## src/rtl/rx_buf_pkg.sv

```systemverilog
// Shared constants and types for the receive buffer controller.
package rx_buf_pkg;

    localparam int unsigned AddrWDefault = 10;

    localparam logic [4:0] RegCtrl   = 5'h00;
    localparam logic [4:0] RegStatus = 5'h04;
    localparam logic [4:0] RegLen    = 5'h08;
    localparam logic [4:0] RegData   = 5'h0C;
    localparam logic [4:0] RegPop    = 5'h10;

    typedef enum logic [1:0] {StIdle, StReq, StWait, StAck} rd_state_e;

endpackage

```

## src/rtl/rx_buf_ctrl_if.sv

```systemverilog
// Wishbone slave bus bundle for the receive buffer controller.
interface rx_buf_ctrl_if;
    logic        wbs_stb_i;
    logic        wbs_cyc_i;
    logic        wbs_we_i;
    logic [31:0] wbs_adr_i;
    logic [31:0] wbs_dat_i;
    logic        wbs_ack_o;
    logic [31:0] wbs_dat_o;

    modport master (
        output wbs_stb_i, wbs_cyc_i, wbs_we_i, wbs_adr_i, wbs_dat_i,
        input  wbs_ack_o, wbs_dat_o
    );
    modport slave (
        input  wbs_stb_i, wbs_cyc_i, wbs_we_i, wbs_adr_i, wbs_dat_i,
        output wbs_ack_o, wbs_dat_o
    );
endinterface

```

## src/rtl/rx_len_fifo.sv

```systemverilog
// Queue of completed frame lengths; head entry is the frame currently exposed to software.
module rx_len_fifo #(
    parameter int unsigned Depth = 4,
    parameter int unsigned Width = 11
) (
    input  logic                         clk_i,
    input  logic                         rst_ni,
    input  logic                         push_i,
    input  logic [Width-1:0]             data_i,
    input  logic                         pop_i,
    output logic [Width-1:0]             data_o,
    output logic                         full_o,
    output logic                         empty_o,
    output logic [$clog2(Depth+1)-1:0]   count_o
);
    localparam int unsigned PtrW = (Depth > 1) ? $clog2(Depth) : 1;
    localparam int unsigned CntW = $clog2(Depth + 1);

    logic [Width-1:0] mem_q [Depth];
    logic [PtrW-1:0]  wr_q, rd_q;
    logic [CntW-1:0]  cnt_q;
    logic             do_push, do_pop;

    assign full_o  = (cnt_q == CntW'(Depth));
    assign empty_o = (cnt_q == '0);
    assign count_o = cnt_q;
    assign data_o  = mem_q[rd_q];
    assign do_push = push_i && !full_o;
    assign do_pop  = pop_i && !empty_o;

    always_ff @(posedge clk_i or negedge rst_ni) begin
        if (!rst_ni) begin
            for (int i = 0; i < int'(Depth); i++) mem_q[i] <= '0;
            wr_q  <= '0;
            rd_q  <= '0;
            cnt_q <= '0;
        end else begin
            if (do_push) begin
                mem_q[wr_q] <= data_i;
                wr_q <= (wr_q == PtrW'(Depth - 1)) ? '0 : wr_q + PtrW'(1);
            end
            if (do_pop) begin
                rd_q <= (rd_q == PtrW'(Depth - 1)) ? '0 : rd_q + PtrW'(1);
            end
            case ({do_push, do_pop})
                2'b10:   cnt_q <= cnt_q + CntW'(1);
                2'b01:   cnt_q <= cnt_q - CntW'(1);
                default: cnt_q <= cnt_q;
            endcase
        end
    end

endmodule

```

## src/rtl/rx_buf_ctrl.sv

```systemverilog
// Receive frame buffer: byte ring in external SRAM, frame length queue, Wishbone register file.
// Optional RX_BUF_FCS_STRIP_EN hides the trailing 4-byte FCS from LEN and DATA.
module rx_buf_ctrl
    import rx_buf_pkg::*;
#(
    parameter int unsigned LEN_FIFO_DEPTH = 4,
    parameter int unsigned ADDR_W         = AddrWDefault
) (
    input  logic              wb_clk_i,
    input  logic              rst_n,
    input  logic              rx_vld,
    input  logic [7:0]        rx_data,
    input  logic              rx_last,
    input  logic              rx_err,
    output logic              mem_csb,
    output logic              mem_web,
    output logic [ADDR_W-1:0] mem_addr,
    output logic [7:0]        mem_din,
    input  logic [7:0]        mem_dout,
    rx_buf_ctrl_if.slave      wb,
    output logic              rx_irq
);
    localparam int unsigned PW = ADDR_W + 1;
    localparam int unsigned CW = $clog2(LEN_FIFO_DEPTH + 1);
    localparam logic [PW-1:0] RingSize = {1'b1, {ADDR_W{1'b0}}};

    logic [PW-1:0] wr_ptr_q, wr_ptr_d, frame_start_q, frame_start_d;
    logic [PW-1:0] rd_base_q, rd_base_d, rd_ptr_q, rd_ptr_d;
    logic          dropping_q, dropping_d, sync_q, sync_d;
    logic          en_q, en_d, irq_en_q, irq_en_d, ovf_q, ovf_d, irq_q;
    logic          ack_q, ack_d;
    logic [31:0]   dat_q, dat_d;
    rd_state_e     state_q, state_d;

    logic          fifo_push, fifo_pop, fifo_full, fifo_empty;
    logic [PW-1:0] fifo_head, wr_inc, used, len_stored, len_rep, rd_off;
    logic [CW-1:0] fifo_count;
    logic          ring_full, byte_first, wr_en, rd_en, set_ovf, rd_ok, new_req;
    logic [4:0]    reg_adr;
    logic          unused_bits;

    rx_len_fifo #(
        .Depth (LEN_FIFO_DEPTH),
        .Width (PW)
    ) u_len_fifo (
        .clk_i   (wb_clk_i),
        .rst_ni  (rst_n),
        .push_i  (fifo_push),
        .data_i  (wr_inc - frame_start_q),
        .pop_i   (fifo_pop),
        .data_o  (fifo_head),
        .full_o  (fifo_full),
        .empty_o (fifo_empty),
        .count_o (fifo_count)
    );

    // Extra pointer bit keeps a full ring (RingSize bytes) distinct from an empty one.
    assign used       = wr_ptr_q - rd_base_q;
    assign ring_full  = (used == RingSize);
    assign wr_inc     = wr_ptr_q + PW'(1);
    assign byte_first = (wr_ptr_q == frame_start_q);
    assign len_stored = fifo_empty ? '0 : fifo_head;
`ifdef RX_BUF_FCS_STRIP_EN
    assign len_rep    = (len_stored < PW'(4)) ? '0 : len_stored - PW'(4);
`else
    assign len_rep    = len_stored;
`endif
    assign rd_off     = rd_ptr_q - rd_base_q;
    assign rd_ok      = !fifo_empty && (rd_off < len_rep);
    assign reg_adr    = wb.wbs_adr_i[4:0];
    assign new_req    = wb.wbs_stb_i && wb.wbs_cyc_i && !ack_q && (state_q == StIdle);
    assign unused_bits = ^{wb.wbs_adr_i[31:5], wb.wbs_dat_i[31:9], wb.wbs_dat_i[7:2]};

    // Byte ingest. sync_q stays low after reset until the stream is seen idle or ends a
    // frame, so a frame already running at reset release is dropped rather than stored.
    always_comb begin
        wr_ptr_d      = wr_ptr_q;
        frame_start_d = frame_start_q;
        dropping_d    = dropping_q;
        sync_d        = sync_q;
        wr_en         = 1'b0;
        fifo_push     = 1'b0;
        set_ovf       = 1'b0;
        if (!rx_vld || rx_last) sync_d = 1'b1;
        if (rx_vld) begin
            if (dropping_q || !sync_q) begin
                dropping_d = !rx_last;
            end else if (!en_q || ring_full || (byte_first && fifo_full) || rx_err) begin
                wr_ptr_d   = frame_start_q;
                dropping_d = !rx_last;
                set_ovf    = en_q;
            end else begin
                wr_en    = 1'b1;
                wr_ptr_d = wr_inc;
                if (rx_last) begin
                    fifo_push     = 1'b1;
                    frame_start_d = wr_inc;
                end
            end
        end
    end

    always_comb begin
        state_d   = state_q;
        ack_d     = 1'b0;
        dat_d     = dat_q;
        rd_ptr_d  = rd_ptr_q;
        rd_base_d = rd_base_q;
        en_d      = en_q;
        irq_en_d  = irq_en_q;
        ovf_d     = ovf_q | set_ovf;
        fifo_pop  = 1'b0;
        rd_en     = 1'b0;
        unique case (state_q)
            StIdle: begin
                if (new_req) begin
                    if (!wb.wbs_we_i && reg_adr == RegData && rd_ok) begin
                        state_d = StReq;
                    end else begin
                        ack_d = 1'b1;
                        dat_d = '0;
                        if (wb.wbs_we_i) begin
                            case (reg_adr)
                                RegCtrl:   {irq_en_d, en_d} = wb.wbs_dat_i[1:0];
                                RegStatus: if (wb.wbs_dat_i[8]) ovf_d = set_ovf;
                                RegPop: begin
                                    if (!fifo_empty) begin
                                        fifo_pop  = 1'b1;
                                        rd_base_d = rd_base_q + fifo_head;
                                        rd_ptr_d  = rd_base_q + fifo_head;
                                    end
                                end
                                default: ;
                            endcase
                        end else begin
                            case (reg_adr)
                                RegCtrl:   dat_d[1:0] = {irq_en_q, en_q};
                                RegStatus: begin
                                    dat_d[8]   = ovf_q;
                                    dat_d[3:0] = 4'(fifo_count);
                                end
                                RegLen:    dat_d = 32'(len_rep);
                                default: ;
                            endcase
                        end
                    end
                end
            end
            // Incoming bytes own the single SRAM port; the read waits for an idle cycle.
            StReq: begin
                if (!rx_vld) begin
                    rd_en   = 1'b1;
                    state_d = StWait;
                end
            end
            StWait: begin
                ack_d   = 1'b1;
                dat_d   = {24'h0, mem_dout};
                state_d = StAck;
            end
            StAck: begin
                rd_ptr_d = rd_ptr_q + PW'(1);
                state_d  = StIdle;
            end
        endcase
    end

    always_comb begin
        mem_csb  = !(wr_en || rd_en);
        mem_web  = !wr_en;
        mem_addr = wr_en ? wr_ptr_q[ADDR_W-1:0] : (rd_en ? rd_ptr_q[ADDR_W-1:0] : '0);
        mem_din  = wr_en ? rx_data : 8'h00;
    end

    always_ff @(posedge wb_clk_i or negedge rst_n) begin
        if (!rst_n) begin
            wr_ptr_q      <= '0;
            frame_start_q <= '0;
            rd_base_q     <= '0;
            rd_ptr_q      <= '0;
            dropping_q    <= 1'b0;
            sync_q        <= 1'b0;
            en_q          <= 1'b0;
            irq_en_q      <= 1'b0;
            ovf_q         <= 1'b0;
            irq_q         <= 1'b0;
            ack_q         <= 1'b0;
            dat_q         <= '0;
            state_q       <= StIdle;
        end else begin
            wr_ptr_q      <= wr_ptr_d;
            frame_start_q <= frame_start_d;
            rd_base_q     <= rd_base_d;
            rd_ptr_q      <= rd_ptr_d;
            dropping_q    <= dropping_d;
            sync_q        <= sync_d;
            en_q          <= en_d;
            irq_en_q      <= irq_en_d;
            ovf_q         <= ovf_d;
            irq_q         <= irq_en_q && (fifo_count != '0);
            ack_q         <= ack_d;
            dat_q         <= dat_d;
            state_q       <= state_d;
        end
    end

    assign wb.wbs_ack_o = ack_q;
    assign wb.wbs_dat_o = dat_q;
    assign rx_irq       = irq_q;

endmodule

```

## src/flat_wrapper.sv

```systemverilog
// flat-port wrapper written by rule: the top's interface ports become plain ports
module rx_buf_ctrl_flat import rx_buf_pkg::*;
#(
    parameter int unsigned LEN_FIFO_DEPTH = 4,
    parameter int unsigned ADDR_W         = AddrWDefault
)
  (wb_clk_i, rst_n, rx_vld, rx_data, rx_last, rx_err, mem_csb, mem_web, mem_addr, mem_din, mem_dout, rx_irq, wb_wbs_stb_i, wb_wbs_cyc_i, wb_wbs_we_i, wb_wbs_adr_i, wb_wbs_dat_i, wb_wbs_ack_o, wb_wbs_dat_o);
  rx_buf_ctrl_if wb_i ();
  input  logic wb_clk_i;
  input  logic rst_n;
  input  logic rx_vld;
  input  logic [7:0] rx_data;
  input  logic rx_last;
  input  logic rx_err;
  output logic mem_csb;
  output logic mem_web;
  output logic [ADDR_W-1:0] mem_addr;
  output logic [7:0] mem_din;
  input  logic [7:0] mem_dout;
  output logic rx_irq;
  input wire logic [$bits(wb_i.wbs_stb_i)-1:0] wb_wbs_stb_i;
  input wire logic [$bits(wb_i.wbs_cyc_i)-1:0] wb_wbs_cyc_i;
  input wire logic [$bits(wb_i.wbs_we_i)-1:0] wb_wbs_we_i;
  input wire logic [$bits(wb_i.wbs_adr_i)-1:0] wb_wbs_adr_i;
  input wire logic [$bits(wb_i.wbs_dat_i)-1:0] wb_wbs_dat_i;
  output wire logic [$bits(wb_i.wbs_ack_o)-1:0] wb_wbs_ack_o;
  output wire logic [$bits(wb_i.wbs_dat_o)-1:0] wb_wbs_dat_o;
  assign wb_i.wbs_stb_i = wb_wbs_stb_i;
  assign wb_i.wbs_cyc_i = wb_wbs_cyc_i;
  assign wb_i.wbs_we_i = wb_wbs_we_i;
  assign wb_i.wbs_adr_i = wb_wbs_adr_i;
  assign wb_i.wbs_dat_i = wb_wbs_dat_i;
  assign wb_wbs_ack_o = wb_i.wbs_ack_o;
  assign wb_wbs_dat_o = wb_i.wbs_dat_o;
  rx_buf_ctrl #(.LEN_FIFO_DEPTH(LEN_FIFO_DEPTH), .ADDR_W(ADDR_W)) u_core (.wb_clk_i(wb_clk_i), .rst_n(rst_n), .rx_vld(rx_vld), .rx_data(rx_data), .rx_last(rx_last), .rx_err(rx_err), .mem_csb(mem_csb), .mem_web(mem_web), .mem_addr(mem_addr), .mem_din(mem_din), .mem_dout(mem_dout), .wb(wb_i), .rx_irq(rx_irq));
endmodule
```

## config.mk

```make
export PLATFORM = sky130hd
export DESIGN_NAME = rx_buf_ctrl_flat
export DESIGN_NICKNAME = d
export VERILOG_FILES = /design/src/rtl/rx_buf_pkg.sv /design/src/rtl/rx_buf_ctrl_if.sv /design/src/rtl/rx_len_fifo.sv /design/src/rtl/rx_buf_ctrl.sv /design/src/flat_wrapper.sv
export SDC_FILE = /design/constraint.sdc
export NUM_CORES = 1
export LEC_CHECK = 0
export ABC_AREA = 0
export BUFFER_PORTS_ARGS = -buffer_cell sky130_fd_sc_hd__buf_2
export CAP_MARGIN = 20
export CORE_MARGIN = 1.5
export CORE_UTILIZATION = 45
export DETAILED_ROUTE_END_ITERATION = 12
export GPL_TIMING_DRIVEN = 0
export PLACE_DENSITY = 0.66
export SLEW_MARGIN = 30
export SYNTH_ARGS = -nofsm -noshare
export SYNTH_HDL_FRONTEND = slang
export SYNTH_HIERARCHICAL = 1
export SYNTH_SLANG_ARGS = --single-unit
```

## constraint.sdc

```tcl
create_clock -name wb_clk_i -period 4.35 [get_ports wb_clk_i]
set_input_delay 0.435 -clock wb_clk_i [delete_from_list [all_inputs] [get_ports wb_clk_i]]
set_output_delay 0.435 -clock wb_clk_i [all_outputs]
set_load 0.01 [all_outputs]
```

# Yosys cells after proc, flatten, opt, wreduce, memory -nomap -nowiden
# Cells that the tools add are included.
# word_totals
regBits,136
in_bits,88
wordCells,167
# op_classes
addsub,10
n_lt_le_gt_ge,4
n_eq_ne,21
muxes,62
bitwise,7
n_reduce_logical,43
# ops
cell,n
two-way mux 11 bit,10
two-way mux 32 bit,3
one-hot mux 32 bit (2 select lines),1
bitwise mux 44 bit,1
subtractor 11 bit,3
two-way mux 1 bit,28
adder 11 x 1 -> 11 bit (second input constant),2
binary-select mux 11 bit (select 2 bit),1
demux 11 bit (select 2 bit),1
one-hot mux 11 bit (2 select lines),1
two-way mux 10 bit,2
two-way mux 2 bit,6
inequality test 2 bit (second input constant),6
AND reduction 6 bit,2
adder 11 bit,1
== test 11 bit,1
== test 11 bit (second input constant),1
logical AND 1 bit,11
< comparator 11 bit,1
== test 2 bit (second input constant),5
== test 5 x 4 -> 1 bit (second input constant),2
zero test 1 bit,10
two-way mux 8 bit,1
one-hot mux 2 bit (4 select lines),1
28 further kinds,46

# Longest topological paths before layout
# Gate-level depths: netlist of the first run.
# logic_depth
ltp_word,15
depth_mapped,21
ltp_nobuf,21

# By module
# The synthesis of the first run kept the hierarchy.
# by_module_without_submodules
mod,instances,cells_per_inst,area_per_inst_um2,seq_area_each_um2
rx_buf_ctrl,1,646,5703.0,1601.5
rx_len_fifo,1,148,2348.5,1276.2

# Worst setup path before layout of the first run
# OpenSTA, ideal clock, no wires.
# synth_path
path_type,reg2reg
startpoint,register u_core.rd_ptr_q[0]
endpoint,"register u_core.dat_q[0], in the netlist u_core/wb.wbs_dat_o[0]"
setup_ps,128
arrival_time_ps,3753
required_time_ps,4222
path_slack_ps,469
path_stages_with_launch,22
n_path_buf,0
synth_period_minus_slack_ps,3881
path_cell_list,dfrtp_1 inv_1 ha_1 inv_1 fa_1 nand2_1 nand2_1 a21oi_1 o21bai_1 a21oi_1 o21ai_0 a21o_1 a21oi_1 xnor2_1 ha_1 a211oi_1 nand4_1 a31oi_1 o31a_2 nand3b_2 nand2_4 mux2_1
# synth_via
elab_chain_cells,6
# synth_rtl
element,line,rtl
start: declaration,rx_buf_ctrl.sv:28,"logic [PW-1:0] rd_base_q, rd_base_d, rd_ptr_q, rd_ptr_d;"
start signal: assignment,rx_buf_ctrl.sv:194,rd_ptr_q <= rd_ptr_d;
subtractor 11 bit,rx_buf_ctrl.sv:68,assign rd_off = rd_ptr_q - rd_base_q;
< comparator 11 bit,rx_buf_ctrl.sv:69,assign rd_ok = !fifo_empty && (rd_off < len_rep);
logical AND 1 bit,rx_buf_ctrl.sv:69,
logical AND 1 bit,rx_buf_ctrl.sv:117,if (!wb.wbs_we_i && reg_adr == RegData && rd_ok) begin
inequality test 2 bit (no source line),--,
AND reduction 3 bit (no source line),--,
end signal: assignment,rx_buf_ctrl.sv:202,dat_q <= dat_d;
end: declaration,rx_buf_ctrl.sv:32,"logic [31:0] dat_q, dat_d;"
# No other way between the ends.
# A chain may end at the register's enable or synchronous reset.

# Final worst setup path of the first run
# layout_path
startpoint,register u_core.wr_ptr_q[1]
endpoint,"register u_core.u_len_fifo.cnt_q[2], in the netlist u_core/u_len_fifo/count_o[2]"
# layout_via
elab_chain_cells,11
# layout_rtl
element,line,rtl
start: declaration,rx_buf_ctrl.sv:27,"logic [PW-1:0] wr_ptr_q, wr_ptr_d, frame_start_q, frame_start_d;"
start signal: assignment,rx_buf_ctrl.sv:191,wr_ptr_q <= wr_ptr_d;
subtractor 11 bit,rx_buf_ctrl.sv:58,assign used = wr_ptr_q - rd_base_q;
== test 11 bit,rx_buf_ctrl.sv:59,assign ring_full = (used == RingSize);
logical OR 1 bit,rx_buf_ctrl.sv:88,end else if (!en_q || ring_full || (byte_first && fifo_full) || rx_err) begin
logical OR 1 bit * (2 in a row),rx_buf_ctrl.sv:88,
two-way mux 1 bit *,rx_buf_ctrl.sv:88,
two-way mux 1 bit *,rx_buf_ctrl.sv:86,if (dropping_q || !sync_q) begin
two-way mux 1 bit *,rx_buf_ctrl.sv:85,if (rx_vld) begin
net u_core.fifo_push,rx_buf_ctrl.sv:35,"logic fifo_push, fifo_pop, fifo_full, fifo_empty;"
logical AND 1 bit *,rx_len_fifo.sv:28,assign do_push = push_i && !full_o;
== test 2 x 1 -> 1 bit or == test 2 bit (tied branches),rx_len_fifo.sv:45,"case ({do_push, do_pop})"
one-hot mux 3 bit (2 select lines) or nonzero test 2 bit (tied branches),--,
end signal: assignment,rx_len_fifo.sv:46,2'b10: cnt_q <= cnt_q + CntW'(1);
end signal: assignment,rx_len_fifo.sv:47,2'b01: cnt_q <= cnt_q - CntW'(1);
end signal: assignment,rx_len_fifo.sv:48,default: cnt_q <= cnt_q;
end: declaration,rx_len_fifo.sv:21,logic [CntW-1:0] cnt_q;
# Mark *: on every way through the listed nets, which the timed path passes. The rest lies on a longest branch.

==> results by group, run 1 <==
Status
  • Status: finished, final reports clean

Timing
  • Worst rel slew slack: 47.2%
  • Slew Viols, Final: 0
  • Max Clk Rate: 0.243 GHz
  • Setup TNS: 0 ps
  • Layout Skew: 10.1 ps
  • Final Hold Viols: 0
  • Final worst-path setup slack: 234 ps
  • Final min period: 4120 ps
  • Crit share post-route: 94.6%
  • Setup-failing EPs final: 0
  • RSZ-0062 raised after global routing: false
  • Worst-Margin Slew: 785 ps

Final layout
  • Antenna Diode Count: 0
  • Final instance area: 9430 sq um
  • # nets final: 1055
  • Non-Filler Instances: 1139
  • Commonest non-fill, non-tap cell in the layout: dfrtp_1
  • Area Growth Syn to Fin: 17.2%
  • Most frequent cells in the layout: dfrtp_1 (112), buf_2 (65), ha_1 (61), nand2_1 (59), mux2_2 (52)
  • Share of cells above drive strength 1: 24.7%

Critical path
  • Critical Path Source Type: flop
  • Critical-path cell list: ha_1, nor2b_1, o31a_4, o21ai_2, mux2i_1, nand4_1, nor4_4, nor3_2, nand2_2, buf_6, inv_1, nand2b_1, ha_1, inv_1, fa_1, xor2_1, nor2_1, xor2_1
  • R2R Path Start: u_core/wr_ptr_q[1]
  • WP data arrival: 4460 ps
  • Slowest Stage Delay on Critical Path: 480 ps
  • Critical path class: flop to flop
  • Crit Path Max Fanout: 10
  • Crit end category: flop
  • CP startpoint: u_core/wr_ptr_q[1]
  • R2r setup slk: 230 ps
  • Worst path slowest cell: dfrtp_2
  • Critical path required time: 4700 ps

Clock network
  • CTS max path bufs: 2
  • Clock Latency Late Sink: 420 ps
  • CTS tree: yes
  • Root Driver: clkbuf_16
  • Reg clk slew, reported paths: 60 ps
  • Clk sinks: 115
  • CTS H-tree depth: 4
  • Clock buffer count from CTS: 17

Power and ir drop
  • Sequential fraction of design power: 32.5%
  • Max IR drop VDD: 0.286 mV
  • P_int: 0.00260 W
  • Power density of the placed cells: 434 nW/um^2
  • Clk pwr share: 34.1%
  • Psw: 0.00149 W
  • LEAKAGE: 4.57 nW
  • Switching share of power: 36.4%
  • Logic pwr share: 33.3%

Floorplan
  • Row cnt: 48
  • Die X: 137 um
  • Area of the core: 17400 sq um
  • DIE AREA: 18700 sq um
  • Initial Utilization: 46.2%
  • I/O pins: 142
  • Die Ht: 137 um

Yosys
  • Area share of and/or/nand/nor cells after synthesis: 13.0%
  • Synthesized instance count: 794
  • EDFF count, synth: 0
  • Synth Area in Adders: 10.6%
  • Register bit total from synthesis: 115
  • Largest area contributor in the netlist: dfrtp_1
  • Synth cell types: 79
  • Post-Synth XOR/XNOR Area: 6.18%
  • YS warnings: 6
  • Synth area leaders: dfrtp_1 (36%), ha_1 (9.6%), mux2_2 (7.3%)
  • Predominant post-synthesis flop cell: dfrtp_1
  • Post-synthesis mux area share: 13.8%
  • Asr flop ratio synth: 100%
  • Post-synth top area share: 35.7%
  • Syn Area/Cell: 10.1 sq um
  • Syn Std Cell Area: 8050 sq um
  • Post-synthesis sequential area ratio: 35.7%
  • Main combinational cell family by area after synthesis: compound AO/OA/AOI/OAI gates
  • Post-synthesis compound-gate area fraction: 14.7%

Place
  • Port Buffer Count: 62
  • Placed Cells: 1102
  • GPL Wtd Cong: 0.887
  • DP HPWL: 14700 um
  • Pre-CTS setup slack: -32.3 ps
  • Area after DPL: 8760 sq um

GRT
  • Grt total ovfl: 0
  • Initial antenna violation count: 0
  • Number of global-route vias before repair: 5911
  • Overall routing resource usage: 22.1%
  • First-pass GRT wire length: 31300 um
  • Largest net degree at the start of global routing: 74

Drt
  • Wire per inst: 17.3 um
  • Drt first-iter violations: 411
  • Vias per cell: 5.48
  • Antenna-violating nets left: 0
  • Final WL: 19700 um
  • Total number of vias: 6239
  • First drt pass iteration count: 5
  • Remaining DRCs: 0

Min path
  • Hold Startpoint: rx_last
  • HP Class: primary input to flop

Flow run
  • Max-Cap Viols: 0
## Yosys cell counts (17+ instances only)
cell type and n:
dfrtp_1 115, xnor2_1 26, a21oi_1 34, inv_1 46
mux2_1 17, nand3_1 21, o21ai_0 30, buf_4 24
nor2_1 47, nand2_1 60, mux2_2 52, ha_1 62
xor2_1 29
## layer usage
metal | part of all wire, % | track usage, % | up-vias
li1 | - | - | 3033
met1 | 45 | 29.9 | 3008
met2 | 48 | 35.9 | 176
met3 | 5.0 | 4.15 | 22
met4 | 1.5 | 6.68 | 0
met5 | 0 | 0 | -
## flip-flops by register name, indices dropped and copies added, names as in the netlist
signal and cells:
u_core/u_len_fifo/count_o 3, u_core/ovf_q 1, u_core/dropping_q 1, u_core/rd_ptr_q 11, u_core/wb.wbs_ack_o 1, u_core/u_len_fifo/mem_q 44, u_core/u_len_fifo/wr_q 2, u_core/rd_base_q 11
u_core/en_q 1, u_core/irq_en_q 1, u_core/rx_irq 1, u_core/wb.wbs_dat_o 11, u_core/u_len_fifo/rd_q 2, u_core/wr_ptr_q 11, u_core/frame_start_q 11, u_core/sync_q 1
u_core/state_q 2
## final timing paths
path | to | depth (start not counted)
min in group asynchronous | u_core/rd_ptr_q[2] | 2
hold / removal | u_core/dropping_q | 2
setup reg to reg | u_core/u_len_fifo/count_o[2] | 18
setup / recovery | u_core/u_len_fifo/count_o[2] | 18
max in group asynchronous | u_core/u_len_fifo/mem_q[38] | 3
hold reg to reg | u_core/wb.wbs_dat_o[3] | 1
## cells by family (layout without fill, tap and decap cells)
family,Yosys count,count (layout)
AND/OR/NAND/NOR,206,206
AO/OA/AOI/OAI,167,167
flip-flops,115,115
buffers and inverters,94,194
multiplexers,89,89
adder cells (fa/ha/maj),66,66
XOR/XNOR,56,56
other,1,21
## final cells by class
class,instances,area (sq um)
timing repair buffer,68,388
inverter,48,180
clock inverter,15,160
clock buffer,17,425
fill,1584,7980
sequential,115,2880
buffer,46,294
multi-input combinational,605,4820
tap,225,282
## per-stage QoR
| stage | utilization (%) | power [W] | hold WS (ps) |
|---|---|---|---|
| 6_report | 54.2 | 0.00410 | 229 |
| 5_1_grt | 54.2 | 0.00437 | 234 |
| 4_1_cts | 53.7 | 0.00407 | 210 |
| 3_5_place_dp | 50.3 | 0.00265 | 363 |
| 3_3_place_gp | 50.1 | 0.00263 | 470 |
| 2_1_floorplan | - | 0.00229 | 139 |
## repair_timing
| action | in CTS | in global routing |
|---|---|---|
| hold buffers | 1 | 0 |
| buffers inserted | 0 | 4 |
| pin swaps | 0 | 6 |
| endpoints found under the hold margin | 42 | 0 |
| resized for setup | 2 | 13 |
| endpoints found under the setup margin | 8 | 10 |
## worst max-delay path, delay by kind of cell (launching register included)
family / cells / cell delay [ps]
AOI/OAI and AO/OA: 2 / 450
xor gates and xnor gates: 2 / 290
adders and majority gates: 3 / 890
buffers and inverters: 3 / 370
DFF: 1 / 480
muxes: 1 / 210
and+or+nand+nor: 7 / 1360
## power by group through the flow
stage          combinational, W  sequential [W]  clock [W]
2_1_floorplan          0.000971         0.00131          0
3_3_place_gp            0.00128         0.00135          0
3_5_place_dp            0.00130         0.00135          0
4_1_cts                 0.00132         0.00133    0.00143
5_1_grt                 0.00155         0.00135    0.00148
6_report                0.00137         0.00133    0.00140
Note: power is estimated with default switching activity, not from simulation.
==> inputs of run 2 (changes only) <==
--- a/config.mk
+++ b/config.mk
@@ -13,6 +13,7 @@
 export DETAILED_ROUTE_END_ITERATION = 12
 export GPL_TIMING_DRIVEN = 0
 export PLACE_DENSITY = 0.66
+export SETUP_SLACK_MARGIN = 0.5
 export SLEW_MARGIN = 30
 export SYNTH_ARGS = -nofsm -noshare
 export SYNTH_HDL_FRONTEND = slang
==> results by group, run 2 (same netlist as run 1, synthesis figures left out) <==
Power and ir drop
  • Switching share of power: 36.2% (-0.24 points)
  • Logic pwr share: 35.8% (+2.5 points)
  • Clk pwr share: 32.4% (-1.7 points)
  • Power density of the placed cells: 427 nW/um^2 (-1.6%)
  • Final Power: 0.00417 W (+1.9%)
  • P_int: 0.00266 W (+2.3%)
  • Sequential fraction of design power: 31.9% (-0.6 points)
  • LEAKAGE: 4.70 nW (+2.9%)
  • Max IR drop VDD: 0.343 mV (+20%)
  • Psw: 0.00151 W (+1.2%)

Critical path
  • Worst path slowest cell: dfrtp_1
  • FF-to-FF End: u_core/wb.wbs_dat_o[5]
  • Most used cell, CP: a21oi_2
  • Critical path required time: 4660 ps (-40 ps)
  • Delay-heaviest family, CP: compound AO/OA/AOI/OAI gates
  • Reg2reg path depth: 21 (+3)
  • Slowest Stage Delay on Critical Path: 390 ps (-90 ps)
  • Crit end category: flop
  • Critical path class: flop to flop
  • Critical Path Source Type: flop
  • R2R Path Start: u_core/rd_ptr_q[0]
  • CP Buf/Inv Count: 2 (-1)
  • R2r setup slk: 460 ps (+220 ps)
  • Critical-path cell list: inv_2, ha_4, inv_2, fa_2, nand2_1, nand2_1, a21oi_2, o21bai_1, a21oi_2, o21ai_2, a21o_1, a21oi_2, xnor2_2, ha_1, a211oi_2, nand4_1, a31oi_1, o31a_2, nand3b_4, nand2_4, mux2_4
  • WP data arrival: 4200 ps (-260 ps)
  • Crit Path Max Fanout: 4 (-6)

Final layout
  • Share of cells above drive strength 1: 29.1% (+4.4 points)
  • Final instance area: 9760 sq um (+3.5%)
  • # nets final: 1075 (+1.9%)
  • Antenna Diode Count: 0 (unchanged)
  • Commonest non-fill, non-tap cell in the layout: dfrtp_1
  • Largest register by flop count: u_core/u_len_fifo/mem_q
  • Layout filler cell count: 1516 (-4.3%)
  • Area Growth Syn to Fin: 21.2%
  • Most frequent cells in the layout: dfrtp_1 (111), buf_2 (64), nand2_1 (59), ha_1 (58), mux2_2 (52)
  • Max FFs per register: 44 (unchanged)

GRT
  • Number of global-route vias before repair: 5811 (-1.7%)
  • First-pass GRT wire length: 30700 um (-1.8%)
  • Initial antenna violation count: 0 (unchanged)
  • Overall routing resource usage: 21.9% (-0.18 points)
  • Grt total ovfl: 0 (unchanged)
  • Largest net degree at the start of global routing: 69 (-6.8%)

Min path
  • WHS Endpoint: u_core/dropping_q
  • HP Class: primary input to flop
  • Hold path cells: 2 (unchanged)
  • Hold Startpoint: rx_last

Place
  • GPL Wtd Cong: 0.881 (-0.67%)
  • DP HPWL: 14800 um (+0.80%)
  • Pre-CTS setup slack: -29.4 ps (+2.88 ps)
  • Area after DPL: 8760 sq um (unchanged)
  • Port Buffer Count: 62 (unchanged)

Flow run
  • Max-Cap Viols: 0 (unchanged)

Floorplan
  • Die X: 137 um (unchanged)
  • Die Ht: 137 um (unchanged)
  • Area of the core: 17400 sq um (unchanged)
  • Row cnt: 48 (unchanged)
  • Initial Utilization: 46.2% (unchanged)
  • DIE AREA: 18700 sq um (unchanged)
  • I/O pins: 142 (unchanged)

Timing
  • Slew Viols, Final: 0 (unchanged)
  • Worst-Margin Slew: 704 ps (-81.2 ps)
  • Final worst-path setup slack: 458 ps (+224 ps)
  • Crit share post-route: 89.5% (-5.1 points)
  • Worst rel slew slack: 52.9% (+5.6 points)
  • Setup-failing EPs final: 0 (unchanged)
  • Max Clk Rate: 0.257 GHz (+5.8%)
  • Final min period: 3890 ps (-224 ps)
  • Minimum hold slack: 234 ps (+4.57 ps)
  • Final Hold Viols: 0 (unchanged)
  • RSZ-0062 raised after global routing: true
  • Layout Skew: 10.5 ps (+0.343 ps)

Clock network
  • Reg clk slew, reported paths: 60 ps (about the same)
  • Clock Latency Late Sink: 420 ps (about the same)
  • CTS max path bufs: 2 (unchanged)
  • Clk sinks: 115 (unchanged)
  • Root Driver: clkbuf_16
  • CTS H-tree depth: 4 (unchanged)
  • CTS tree: yes
  • Clock buffer count from CTS: 17 (unchanged)

Status
  • Status: finished, final reports clean

Drt
  • Antenna-violating nets left: 0 (unchanged)
  • Wire per inst: 17.3 um (about the same)
  • Total number of vias: 6343 (+1.7%)
  • Drt first-iter violations: 457 (+11%)
  • Remaining DRCs: 0 (unchanged)
  • Final WL: 20000 um (+1.7%)
  • First drt pass iteration count: 5 (unchanged)
  • Vias per cell: 5.47 (about the same)
==> run 2: metrics by stage <==
step	setup TNS, ps	util [%]	std cells
6_report	0	56.0	1159
5_1_grt	0	56.0	1159
4_1_cts	0	55.0	1151
3_5_place_dp	-172	50.3	1102
3_3_place_gp	0	50.1	1101
2_1_floorplan	0	-	814
==> run 2: how the worst max path moves through the flow <==
| stage | startpoint | to | slack (ps) | depth (start not counted) |
|---|---|---|---|---|
| after global placement | u_core/rd_ptr_q[0] | u_core/wb.wbs_dat_o[7] | 30 | 21 |
| after detailed placement | u_core/rd_ptr_q[0] | u_core/wb.wbs_dat_o[5] | -30 | 21 |
| after CTS | u_core/rd_base_q[1] | mem_addr[8] | 490 | 13 |
| after global routing | u_core/rd_ptr_q[0] | u_core/wb.wbs_dat_o[0] | 320 | 21 |
| after floorplan | u_core/rd_ptr_q[0] | u_core/wb.wbs_dat_o[0] | 500 | 21 |
| final | u_core/rd_ptr_q[0] | u_core/wb.wbs_dat_o[5] | 460 | 21 |
==> run 2: area by class of cell <==
cell class | instances | area, sq um | share of cell area, %
multi-input combinational | 606 | 4970 | 51.0
tap | 225 | 282 | 2.88
sequential | 115 | 2880 | 29.5
clock inverter | 15 | 146 | 1.50
inverter | 48 | 184 | 1.88
buffer | 46 | 312 | 3.19
clock buffer | 17 | 425 | 4.36
timing repair buffer | 87 | 556 | 5.69
==> run 2: metal layers <==
layer | vias to the layer above | routed length, um | global-route usage (%)
met2 | 167 | 9630 | 35.1
li1 | 3085 | - | -
met4 | 0 | 337 | 7.39
met3 | 18 | 921 | 4.00
met1 | 3073 | 9110 | 29.9
met5 | - | 0 | 0
==> run 2: worst register-to-register path: stages, from the launching register on <==
cell      delay [ps]
dfrtp_1          390
inv_2             90
ha_4             130
inv_2             40
fa_2             340
nand2_1           70
nand2_1           70
a21oi_2          170
o21bai_1         120
a21oi_2          210
o21ai_2           90
a21o_1           180
a21oi_2          170
xnor2_2           90
ha_1             330
a211oi_2         200
nand4_1          120
a31oi_1          200
o31a_2           180
nand3b_4         180
nand2_4          100
mux2_4           320
==> run 2: timing repair <==
action	CTS	global route
buffers inserted	16	7
hold buffers	1	0
hold endpoints to repair	47	0
endpoints found under the setup margin	69	57
pin swaps	8	17
resized for setup	27	24
cloned	0	1
==> run 2: power groups by stage <==
stage               registers, W  logic [W]  clock network (W)
floorplan                0.00131   0.000972                  0
global placement         0.00135    0.00128                  0
detailed placement       0.00135    0.00131                  0
CTS                      0.00132    0.00140            0.00138
global route             0.00134    0.00167            0.00143
finish                   0.00133    0.00149            0.00135
